===== src/rtl/exc_req_unit_if.sv =====
// Trap handshake between the multi-cycle controller (requests) and the exception
// request unit, which drives the one-cycle CP0 exception/eret pulses back out.
interface exc_req_unit_if;
    logic       insn_boundary;
    logic       syscall_req;
    logic       break_req;
    logic       teq_req;
    logic       eret_req;
    logic       exception;
    logic [4:0] cause;
    logic       eret;
    logic       trap_busy;

    modport master (
        output insn_boundary, syscall_req, break_req, teq_req, eret_req,
        input  exception, cause, eret, trap_busy
    );

    modport slave (
        input  insn_boundary, syscall_req, break_req, teq_req, eret_req,
        output exception, cause, eret, trap_busy
    );
endinterface


===== src/rtl/exc_req_unit.sv =====
// Source side of the CP0 trap interface: latches sync trap requests, synchronises irqs,
// runs the count/compare timer and sequences prioritised exception/eret pulses.
module exc_req_unit #(
    parameter int unsigned NUM_IRQ = 4,
    parameter int unsigned TIMER_W = 32
) (
    input  logic               clk,
    input  logic               rst,
    exc_req_unit_if.slave      trap,
    input  logic [NUM_IRQ-1:0] irq_in,
    input  logic [31:0]        status,
    input  logic               tmr_we,
    input  logic               tmr_sel,
    input  logic [31:0]        tmr_wdata,
    output logic               timer_int,
    output logic [31:0]        tmr_rdata,
    output logic               irq_pending
);

    localparam logic [4:0] CAUSE_INT = 5'd0;
    localparam logic [4:0] CAUSE_SYS = 5'd8;
    localparam logic [4:0] CAUSE_BRK = 5'd9;
    localparam logic [4:0] CAUSE_TEQ = 5'd13;

    typedef enum logic [1:0] {
        S_IDLE,
        S_ISSUE,
        S_ERETS,
        S_WAIT
    } state_t;

    state_t state, state_nxt;
    logic [4:0] cause_q, cause_nxt, win_cause;

    logic [NUM_IRQ-1:0] irq_s1, irq_s2;
    logic pend_sys, pend_brk, pend_teq, pend_eret;
    logic sync_pend, irq_cand;
    logic clr_sys, clr_brk, clr_teq, clr_eret;

    logic [TIMER_W-1:0] count, compare;
    logic cnt_wr, cmp_wr, tmr_match;
    logic unused_bits;

    assign unused_bits = ^{status[31:1], tmr_wdata};

    // Two-flop synchroniser per interrupt line; levels are not latched.
    always_ff @(posedge clk or negedge rst) begin
        if (!rst) begin
            irq_s1 <= '0;
            irq_s2 <= '0;
        end else begin
            irq_s1 <= irq_in;
            irq_s2 <= irq_s1;
        end
    end

    assign irq_pending = (|irq_s2) | timer_int;
    assign sync_pend   = pend_teq | pend_brk | pend_sys;
    assign irq_cand    = status[0] & ~sync_pend & ~pend_eret & irq_pending;

    // A flag is dropped only in the cycle its own pulse is on the wire; a fresh
    // request arriving in that same cycle keeps it pending.
    assign clr_teq  = (state == S_ISSUE) && (cause_q == CAUSE_TEQ);
    assign clr_brk  = (state == S_ISSUE) && (cause_q == CAUSE_BRK);
    assign clr_sys  = (state == S_ISSUE) && (cause_q == CAUSE_SYS);
    assign clr_eret = (state == S_ERETS);

    always_ff @(posedge clk or negedge rst) begin
        if (!rst) begin
            pend_sys  <= 1'b0;
            pend_brk  <= 1'b0;
            pend_teq  <= 1'b0;
            pend_eret <= 1'b0;
        end else begin
            pend_sys  <= trap.syscall_req | (pend_sys  & ~clr_sys);
            pend_brk  <= trap.break_req   | (pend_brk  & ~clr_brk);
            pend_teq  <= trap.teq_req     | (pend_teq  & ~clr_teq);
            pend_eret <= trap.eret_req    | (pend_eret & ~clr_eret);
        end
    end

    always_comb begin
        win_cause = CAUSE_INT;
        if (pend_teq)      win_cause = CAUSE_TEQ;
        else if (pend_brk) win_cause = CAUSE_BRK;
        else if (pend_sys) win_cause = CAUSE_SYS;
    end

    always_ff @(posedge clk or negedge rst) begin
        if (!rst) begin
            state   <= S_IDLE;
            cause_q <= CAUSE_INT;
        end else begin
            state   <= state_nxt;
            cause_q <= cause_nxt;
        end
    end

    always_comb begin
        state_nxt = state;
        cause_nxt = cause_q;
        case (state)
            S_IDLE: begin
                if (trap.insn_boundary) begin
                    if (sync_pend || irq_cand) begin
                        state_nxt = S_ISSUE;
                        cause_nxt = win_cause;
                    end else if (pend_eret) begin
                        state_nxt = S_ERETS;
                    end
                end
            end
            S_ISSUE: state_nxt = S_WAIT;
            S_ERETS: state_nxt = S_WAIT;
            S_WAIT:  state_nxt = S_IDLE;
            default: state_nxt = S_IDLE;
        endcase
    end

    assign trap.exception = (state == S_ISSUE);
    assign trap.cause     = (state == S_ISSUE) ? cause_q : CAUSE_INT;
    assign trap.eret      = (state == S_ERETS);
    assign trap.trap_busy = (state != S_IDLE);

    assign cnt_wr    = tmr_we & ~tmr_sel;
    assign cmp_wr    = tmr_we &  tmr_sel;
    assign tmr_match = (compare != '0) && (count == compare);

    always_ff @(posedge clk or negedge rst) begin
        if (!rst) begin
            count     <= '0;
            compare   <= '0;
            timer_int <= 1'b0;
        end else begin
            count <= cnt_wr ? tmr_wdata[TIMER_W-1:0] : count + TIMER_W'(1);
            if (cmp_wr) begin
                compare   <= tmr_wdata[TIMER_W-1:0];
                timer_int <= 1'b0;
            end else if (tmr_match) begin
                timer_int <= 1'b1;
            end
        end
    end

    always_comb begin
        tmr_rdata = '0;
        tmr_rdata[TIMER_W-1:0] = tmr_sel ? compare : count;
    end

endmodule

===== src/flat_wrapper.sv =====
// flat-port wrapper written by rule: the top's interface ports become plain ports
module exc_req_unit_flat 
#(
    parameter int unsigned NUM_IRQ = 4,
    parameter int unsigned TIMER_W = 32
)
  (clk, rst, irq_in, status, tmr_we, tmr_sel, tmr_wdata, timer_int, tmr_rdata, irq_pending, trap_insn_boundary, trap_syscall_req, trap_break_req, trap_teq_req, trap_eret_req, trap_exception, trap_cause, trap_eret, trap_trap_busy);
  exc_req_unit_if trap_i ();
  input  logic clk;
  input  logic rst;
  input  logic [NUM_IRQ-1:0] irq_in;
  input  logic [31:0] status;
  input  logic tmr_we;
  input  logic tmr_sel;
  input  logic [31:0] tmr_wdata;
  output logic timer_int;
  output logic [31:0] tmr_rdata;
  output logic irq_pending;
  input wire logic [$bits(trap_i.insn_boundary)-1:0] trap_insn_boundary;
  input wire logic [$bits(trap_i.syscall_req)-1:0] trap_syscall_req;
  input wire logic [$bits(trap_i.break_req)-1:0] trap_break_req;
  input wire logic [$bits(trap_i.teq_req)-1:0] trap_teq_req;
  input wire logic [$bits(trap_i.eret_req)-1:0] trap_eret_req;
  output wire logic [$bits(trap_i.exception)-1:0] trap_exception;
  output wire logic [$bits(trap_i.cause)-1:0] trap_cause;
  output wire logic [$bits(trap_i.eret)-1:0] trap_eret;
  output wire logic [$bits(trap_i.trap_busy)-1:0] trap_trap_busy;
  assign trap_i.insn_boundary = trap_insn_boundary;
  assign trap_i.syscall_req = trap_syscall_req;
  assign trap_i.break_req = trap_break_req;
  assign trap_i.teq_req = trap_teq_req;
  assign trap_i.eret_req = trap_eret_req;
  assign trap_exception = trap_i.exception;
  assign trap_cause = trap_i.cause;
  assign trap_eret = trap_i.eret;
  assign trap_trap_busy = trap_i.trap_busy;
  exc_req_unit #(.NUM_IRQ(NUM_IRQ), .TIMER_W(TIMER_W)) u_core (.clk(clk), .rst(rst), .trap(trap_i), .irq_in(irq_in), .status(status), .tmr_we(tmr_we), .tmr_sel(tmr_sel), .tmr_wdata(tmr_wdata), .timer_int(timer_int), .tmr_rdata(tmr_rdata), .irq_pending(irq_pending));
endmodule

===== config.mk =====
export PLATFORM = sky130hd
export DESIGN_NAME = exc_req_unit_flat
export DESIGN_NICKNAME = d
export VERILOG_FILES = /design/src/rtl/exc_req_unit_if.sv /design/src/rtl/exc_req_unit.sv /design/src/flat_wrapper.sv
export SDC_FILE = /design/constraint.sdc
export NUM_CORES = 1
export LEC_CHECK = 0
export ABC_CLOCK_PERIOD_IN_PS = 2500
export BUFFER_PORTS_ARGS = -buffer_cell sky130_fd_sc_hd__buf_2
export CAP_MARGIN = 10
export CORE_UTILIZATION = 53
export DETAILED_ROUTE_END_ITERATION = 16
export HOLD_SLACK_MARGIN = 0.06
export PLACE_DENSITY = 0.87
export RECOVER_POWER = 50
export SLEW_MARGIN = 10
export SYNTH_ARGS = -nofsm -noshare
export SYNTH_HDL_FRONTEND = slang
export SYNTH_SLANG_ARGS = --single-unit

===== constraint.sdc =====
create_clock -name clk -period 2.5 [get_ports clk]
set_clock_uncertainty 0.15 [all_clocks]
set_input_delay 0 -clock clk [delete_from_list [all_inputs] [get_ports clk]]
set_output_delay 0 -clock clk [all_outputs]
set_load 0.02 [all_outputs]

[Yosys cells after proc, flatten, opt, wreduce, memory -nomap -nowiden]
Cells that the tools add are included.
Storage, ports and cells
  input port bits: 77
  register bits: 84
  logic and storage cells: 69
  output and inout bits: 42
Cells by class
  bitwise gates (word level): 23
  reductions and logical operators: 13
  mux-type cells: 12
  $add $sub $neg: 1
  equal/unequal tests: 9
Operators with widths (number)
  two-way mux 32 bit: 2
  adder 32 x 1 -> 32 bit, second input constant: 1
  == test 32 bit: 1
  nonzero test 32 bit: 1
  == test 5 x 4 -> 1 bit, second input constant: 3
  two-way mux 5 bit: 3
  AND 1 bit: 9
  NOT 1 bit: 7
  bitwise OR 1 bit: 7
  two-way mux 2 bit: 3
  case mux 2 bit (3 select lines): 1
  == test 2 bit, second input constant: 2
  logical AND 1 bit: 4
  two-way mux 4 bit: 1
  nonzero test 2 bit: 2
  OR reduction 4 bit: 1
  inequality test 3 x 1 -> 1 bit, second input constant: 1
  AND reduction 3 bit: 1
  == test 2 x 1 -> 1 bit, second input constant: 1
  logical NOT 2 bit: 1
  two-way mux 1 bit: 2
  inequality test 2 bit, second input constant: 1
  AND reduction 2 bit: 1
  OR reduction 2 bit: 1
  logical OR 1 bit: 1

[Logic depth before layout (Yosys ltp)]
Gate-level depths: netlist (run 1).
  depth in word-level cells: 10
  depth in mapped cells: 7
  gate-level depth less buffers: 6

[Worst setup path after synthesis (run 1)]
Ideal clock, no wire load.
  path kind: flip-flop to flip-flop
  from: register u_core.count[0]
  to: register u_core.count[30]
  required time: 2215 ps
  data arrival time: 1460 ps
  stages on the path, launching flop included: 7
  library setup time: 135 ps
  setup slack: 754 ps
  clock period less this slack: 1746 ps
  buffers on the path: 0
  path through: dfrtp_1 > ha_1 > nand3_4 > nor3_4 > nand4_1 > xnor2_1 > o21ai_0
On the way
  longest elaborated chain between the ends: 2
RTL lines
  start: declaration: line exc_req_unit.sv:40  | logic [TIMER_W-1:0] count, compare;
  start signal: assignment: line exc_req_unit.sv:135  | count <= cnt_wr ? tmr_wdata[TIMER_W-1:0] : count + TIMER_W'(1);
  adder 32 x 1 -> 32 bit: line exc_req_unit.sv:135
  two-way mux 32 bit: line exc_req_unit.sv:135
No other way between the ends.
A chain may end at the register's enable or synchronous reset.

[Worst setup path in the final report (run 1)]
  from: input port tmr_sel
  to: register u_core.count[10]
On the way
  longest elaborated chain between the ends: 3
RTL lines
  start: declaration: line flat_wrapper.sv:14  | input logic tmr_sel;
  NOT 1 bit: line exc_req_unit.sv:125  | assign cnt_wr = tmr_we & ~tmr_sel;
  AND 1 bit: line exc_req_unit.sv:125
  two-way mux 32 bit: line exc_req_unit.sv:135
No other way between the ends.

==> impl_metrics.env, run 1 <==
export IMPL_postSynth_asyncResetShare=1.00
export IMPL_vias_per_cell=5.65
export IMPL_cp_arrival_ns=2.52
export IMPL_peakVddDrop_uv=496
export IMPL_synth_distinct_cells=42
export IMPL_yosysSeqAreaShare=0.455
export IMPL_crit_type="primary input to flop"
export IMPL_fin_area_sq_mm=0.00577
export IMPL_relSlewSlack=-0.225
export IMPL_hold_violations=0
export IMPL_portBuffers=85
export IMPL_cpPeakStageDelay_ns=0.60
export IMPL_worstRegToRegCells=7
export IMPL_gp_congestion=0.859
export IMPL_status="finished with violations"
export IMPL_die_h_microns=94.3
export IMPL_post_route_period_util=0.950
export IMPL_start_util=0.549
export IMPL_rows=33
export IMPL_placed_area_sq_mm=0.00500
export IMPL_worst_setup_path_start_kind="primary input"
export IMPL_cts_setup_buffers=0
export IMPL_tightest_slew_ns=1.84
export IMPL_failed_checks="max-capacitance violations, max-slew violations"
export IMPL_rsz0062_at_grt="no"
export IMPL_area_growth_pct=27.9
export IMPL_nets=646
export IMPL_rr_endpoint="u_core.count[10]$_DFF_PN0_"
export IMPL_r2r_setup_slack_ns=0.14
export IMPL_r2r_start="u_core.count[0]$_DFF_PN0_"
export IMPL_insertion_delay_ns=0.36
export IMPL_core_area_sq_mm=0.00822
export IMPL_cts_sinks=82
export IMPL_final_fill_count=567
export IMPL_dr_total_vias=3815
export IMPL_fin_ws_ns=0.125
export IMPL_route_detailed_drc=0
export IMPL_crit_top_cell="dlygate4sd3_1"
export IMPL_yosysWarnings=0
export IMPL_overflow=0
export IMPL_die_area_sq_mm=0.00889
export IMPL_grt_max_degree=83
export IMPL_end_kind="flop"
export IMPL_period_needed_ns=2.37
export IMPL_clk_pin_slew_ns=0.09
export IMPL_cts_root_buf="clkbuf_8"
export IMPL_cts_tree="built"
export IMPL_pre_cts_ws_ns=0.426
export IMPL_synth_avg_cell_area_sq_um=10.6
export IMPL_ys_flop_type="dfrtp_1"
export IMPL_max_freq_ghz=0.421
export IMPL_cts_buffer_depth=2
export IMPL_synthCells=426
export IMPL_wl_microns=11600
export IMPL_htree_levels=3
export IMPL_drtPass1Iterations=5
export IMPL_grt_use_total=0.280
export IMPL_syn_area_sq_mm=0.00451
export IMPL_grt_pass1_vias=3958
export IMPL_min_from="status[0]"
export IMPL_pin_count=119
export IMPL_powerDensity_mw_per_mm2=717
export IMPL_synth_edf_count=0
export IMPL_drt_iter0_drc=353
export IMPL_crit_slowest_cell="dlygate4sd3_1"
export IMPL_synth_seq_cells=82
export IMPL_min_path_cells=5
export IMPL_p_total_mw=4.14
export IMPL_ant_nets=0
export IMPL_grt_first_pass_wirelength_microns=18900
export IMPL_tns_ns=0
export IMPL_drive_gt1_frac=0.308
export IMPL_cap_violations=1
export IMPL_crit_fanout=20
export IMPL_required_ns=2.64
export IMPL_hold_class="primary input to flop"
export IMPL_chipWidth_microns=94.3
export IMPL_setup_violations_final=0
export IMPL_min_to="u_core.state[1]$_DFFE_PN0P_"
export IMPL_wl_per_cell_microns=17.1
export IMPL_p_leak_nw=2.45
export IMPL_antenna_found_initial=0
export IMPL_numCtsBuffers=9
export IMPL_path_cells="dlygate4sd3_1 > clkbuf_1 > nor2b_4 > nand2_1 > dlygate4sd3_1 > o21ai_0 > dlygate4sd3_1"
export IMPL_finalMaxSlewViolations=83
export IMPL_dp_hpwl_microns=7180
[flip-flops by register name, summed over array words and instances, names as in the netlist]
name / count
u_core.count: 32
u_core.irq_s2: 4
u_core.cause_q: 3
u_core.compare: 32
u_core.irq_s1: 4
u_core.pend_sys: 1
u_core.pend_teq: 1
u_core.timer_int: 1
u_core.state: 2
u_core.pend_brk: 1
u_core.pend_eret: 1
[cells in the mapped netlist (4+ instances only)]
library cell / number / area, sq um
a21o_1: 4 / 30.0
xnor2_1: 26 / 228
mux2_2: 62 / 698
nand3_1: 9 / 45.0
ha_1: 5 / 62.6
nor3_1: 5 / 25.0
inv_1: 10 / 37.5
buf_2: 9 / 45.0
dfrtp_1: 82 / 2050
o21ai_1: 9 / 45.0
clkbuf_1: 8 / 30.0
nor2_1: 10 / 37.5
nand2_1: 50 / 188
nor4_1: 14 / 87.6
xor2_1: 36 / 315
o21ai_0: 31 / 155
nand4_1: 21 / 131
[power by group]
group / switching (mW) / internal [mW] / leakage (nW)
combinational: 0.703 / 0.660 / 1.40
sequential: 0.352 / 1.56 / 0.967
clock: 0.483 / 0.383 / 0.0851
total: 1.54 / 2.60 / 2.45
[per-layer routing]
layer,part of all wire,wire [microns],GRT usage
met2,0.50,5760,0.475
met5,0,0,0
met1,0.43,4990,0.353
met3,0.046,533,0.0380
met4,0.025,294,0.129
[kinds of logic (layout without fill, tap and decap cells)]
| logic type | Yosys count | count (layout) | synth area share |
|---|---|---|---|
| other | 1 | 3 | 0.000831 |
| xor gates and xnor gates | 62 | 62 | 0.120 |
| and+or+nand+nor | 127 | 127 | 0.154 |
| DFF | 82 | 82 | 0.455 |
| adders and majority gates | 5 | 5 | 0.0139 |
| muxes | 64 | 64 | 0.159 |
| AOI/OAI and AO/OA | 50 | 50 | 0.0615 |
| buffers and inverters | 35 | 177 | 0.0363 |
[worst max path at each step]
stage	start	endpoint	depth (start not counted)
after global routing	tmr_sel	u_core.count[10]$_DFF_PN0_	7
final	tmr_sel	u_core.count[10]$_DFF_PN0_	7
after global placement	u_core.count[0]$_DFF_PN0_	u_core.count[30]$_DFF_PN0_	6
after CTS	u_core.count[0]$_DFF_PN0_	u_core.count[10]$_DFF_PN0_	7
after floorplan	u_core.count[0]$_DFF_PN0_	u_core.count[30]$_DFF_PN0_	6
after detailed placement	u_core.count[0]$_DFF_PN0_	u_core.count[28]$_DFF_PN0_	6
[placed cells by master, fill, tap and decap left out, types with 2 or more instances in the layout]
cell type and n:
o21ai_0 31, buf_2 80, buf_4 2, nor2_2 2
inv_1 10, ha_1 5, dfrtp_1 80, mux2i_1 2
nor3_4 2, clkbuf_8 10, xor2_1 36, nand2_1 50
a21o_1 4, clkinvlp_4 2, and3_1 2, nand4b_1 2
nand4_1 21, o21ai_1 9, dlygate4sd3_1 62, dfrtp_2 2
nor2_1 9, nor3_1 5, xnor2_1 26, nand3_1 9
clkbuf_2 2, and2_1 3, clkinv_2 3, nor4_1 14
conb_1 2, mux2_2 62, clkbuf_1 6
[final cells by class]
type | count | area, sq um | share of cell area
antenna | 1 | 2.50 | 0.000433
tap | 105 | 131 | 0.0228
multi-input combinational | 310 | 2310 | 0.400
timing repair buffer | 151 | 1060 | 0.184
inverter | 10 | 37.5 | 0.00650
clock buffer | 11 | 141 | 0.0245
sequential | 82 | 2050 | 0.356
clock inverter | 5 | 30.0 | 0.00520
[critical path: cells and delay by family]
kind            cells  cell delay (ns)
buf+inv             4             1.89
simple gates        2             0.50
compound gates      1             0.11
[what timing repair did]
item | 4_1_cts | 5_1_grt
hold buffers | 62 | 0
endpoints found under the setup margin | 0 | 1
gates resized for setup | 0 | 3
endpoints found under the hold margin | 159 | 0
[metrics by stage]
stage / cells / utilization / hold WS, ns
after floorplan: 427 / - / -0.446
after global routing: 674 / 0.702 / 0.130
after detailed placement: 596 / 0.609 / -0.0357
final: 675 / 0.703 / 0.134
after global placement: 596 / 0.609 / -0.0407
after CTS: 674 / 0.705 / 0.126
Power figures use the tool's default switching activity.
==> run 2, diff against run 1 <==
==> constraint.sdc (replaced) <==
create_clock -name clk -period 2.5 [get_ports clk]
set_clock_uncertainty 0.15 [all_clocks]
set_input_delay 0.125 -clock clk [delete_from_list [all_inputs] [get_ports clk]]
set_output_delay 0.125 -clock clk [all_outputs]
set_load 0.02 [all_outputs]
==> impl_metrics.env, run 2 (same netlist as run 1, synthesis figures left out) <==
export IMPL_status="finished with violations"
export IMPL_failed_checks="max-capacitance violations, max-slew violations"
export IMPL_cts_tree="built"
export IMPL_top_regs="u_core.compare (32), u_core.count (32)"
export IMPL_cts_buffer_depth=2
export IMPL_rr_endpoint="u_core.count[14]$_DFF_PN0_"
export IMPL_vias_per_cell=5.69
export IMPL_overflow=0
export IMPL_antenna_found_initial=0
export IMPL_pre_cts_ws_ns=0.368
export IMPL_post_route_period_util=0.898
export IMPL_dp_hpwl_microns=7380
export IMPL_gp_congestion=0.875
export IMPL_clkPwrFrac=0.249
export IMPL_start_util=0.549
export IMPL_pwr_share_comb=0.304
export IMPL_final_cell_mix="dfrtp_1, buf_2, mux2_2"
export IMPL_end_kind="flop"
export IMPL_die_h_microns=94.3
export IMPL_dr_total_vias=3741
export IMPL_min_to="u_core.irq_s2[3]$_DFF_PN0_"
export IMPL_rows=33
export IMPL_grt_use_total=0.269
export IMPL_finalMaxSlewViolations=32
export IMPL_hold_class="flop to flop"
export IMPL_grt_pass1_vias=3736
export IMPL_p_switching_mw=1.51
export IMPL_ant_nets=0
export IMPL_pin_count=119
export IMPL_cts_setup_buffers=0
export IMPL_min_from="u_core.irq_s1[3]$_DFF_PN0_"
export IMPL_area_growth_pct=24.8
export IMPL_final_fill_count=598
export IMPL_route_detailed_drc=0
export IMPL_p_sw_frac=0.354
export IMPL_fin_ws_ns=0.255
export IMPL_min_path_cells=0
export IMPL_n_antenna_cell=0
export IMPL_worstRegToRegCells=6
export IMPL_tightest_slew_ns=1.98
export IMPL_required_ns=2.51
export IMPL_powerDensity_mw_per_mm2=756
export IMPL_core_area_sq_mm=0.00822
export IMPL_grt_max_degree=50
export IMPL_nets=629
export IMPL_tns_ns=0
export IMPL_cts_root_buf="clkbuf_8"
export IMPL_rsz0062_at_grt="no"
export IMPL_p_leak_nw=2.42
export IMPL_portBuffers=85
export IMPL_cp_arrival_ns=2.26
export IMPL_fin_hold_ws_ns=0.205
export IMPL_grt_first_pass_wirelength_microns=18100
export IMPL_cts_sinks=82
export IMPL_cap_violations=1
export IMPL_clk_pin_slew_ns=0.08
export IMPL_chipWidth_microns=94.3
export IMPL_drt_iter0_drc=317
export IMPL_crit_fanout=10
export IMPL_wl_per_cell_microns=16.8
export IMPL_cts_resized=0
export IMPL_p_seq_frac=0.447
export IMPL_worst_setup_path_start_kind="flop"
export IMPL_layout_commonest_cell="dfrtp_1"
export IMPL_hold_violations=0
export IMPL_htree_levels=3
export IMPL_cp_startpoint="u_core.count[0]$_DFF_PN0_"
export IMPL_p_int_mw=2.75
export IMPL_peakVddDrop_uv=450
export IMPL_die_area_sq_mm=0.00889
export IMPL_wl_microns=11000
export IMPL_ctsHoldBuffers=42
export IMPL_setup_violations_final=0
export IMPL_r2r_start="u_core.count[0]$_DFF_PN0_"
export IMPL_max_freq_ghz=0.445
export IMPL_r2r_setup_slack_ns=0.25
export IMPL_insertion_delay_ns=0.36
export IMPL_crit_type="flop to flop"
export IMPL_drtPass1Iterations=5
export IMPL_drive_gt1_frac=0.317
export IMPL_relSlewSlack=-0.323
export IMPL_numCtsBuffers=9
export IMPL_period_needed_ns=2.25
run 2: cell types whose count changed in the layout (fill, tap and decap cells not counted), moves of 2 or more:
cell,before,now
dfrtp_2,2,0
dfrtp_1,80,82
bufinv_16,0,2
dlygate4sd3_1,62,42
buf_4,2,5
clkbuf_1,6,3
run 2: critical path, stage by stage (launching register included):
cell     delay, ns
dfrtp_1       0.50
ha_1          0.28
nand3_4       0.13
nor3_4        0.50
nand4_1       0.18
xor2_1        0.23
o21ai_1       0.09
run 2: metal layers:
metal  GRT usage  vias up  routed length (microns)
li1            -     1724                        -
met5           0        -                        0
met1       0.341     1818                     4580
met3      0.0469       32                      664
met4       0.118        0                      300
met2       0.449      167                     5470
run 2: how the worst max path moves through the flow:
stage	to	slack (ns)
5_1_grt	u_core.count[20]$_DFF_PN0_	0.13
4_1_cts	u_core.count[22]$_DFF_PN0_	0.32
3_5_place_dp	u_core.count[30]$_DFF_PN0_	0.37
2_1_floorplan	u_core.count[30]$_DFF_PN0_	0.75
6_report	u_core.count[14]$_DFF_PN0_	0.25
3_3_place_gp	u_core.count[14]$_DFF_PN0_	0.45
run 2: power by group through the flow:
stage / sequential [mW] / combinational [mW] / clock (mW)
5_1_grt: 1.94 / 1.42 / 1.14
6_report: 1.90 / 1.30 / 1.06
2_1_floorplan: 1.78 / 0.977 / 0
3_3_place_gp: 1.89 / 1.19 / 0
4_1_cts: 1.89 / 1.30 / 1.08
3_5_place_dp: 1.91 / 1.23 / 0
run 2: cell type report:
cell class	count	area [sq um]	area share
clock buffer	11	141	0.0251
multi-input combinational	310	2300	0.409
tap	105	131	0.0233
sequential	82	2050	0.364
timing repair buffer	134	890	0.158
inverter	10	37.5	0.00667
clock inverter	5	77.6	0.0138
run 2: metrics by stage:
step	util	instances	power [mW]	instance area (sq um)
after global placement	0.610	599	3.08	5010
after CTS	0.688	657	4.27	5650
after global routing	0.685	657	4.49	5630
after floorplan	-	427	2.75	4520
after detailed placement	0.610	599	3.15	5010
final	0.685	657	4.26	5630
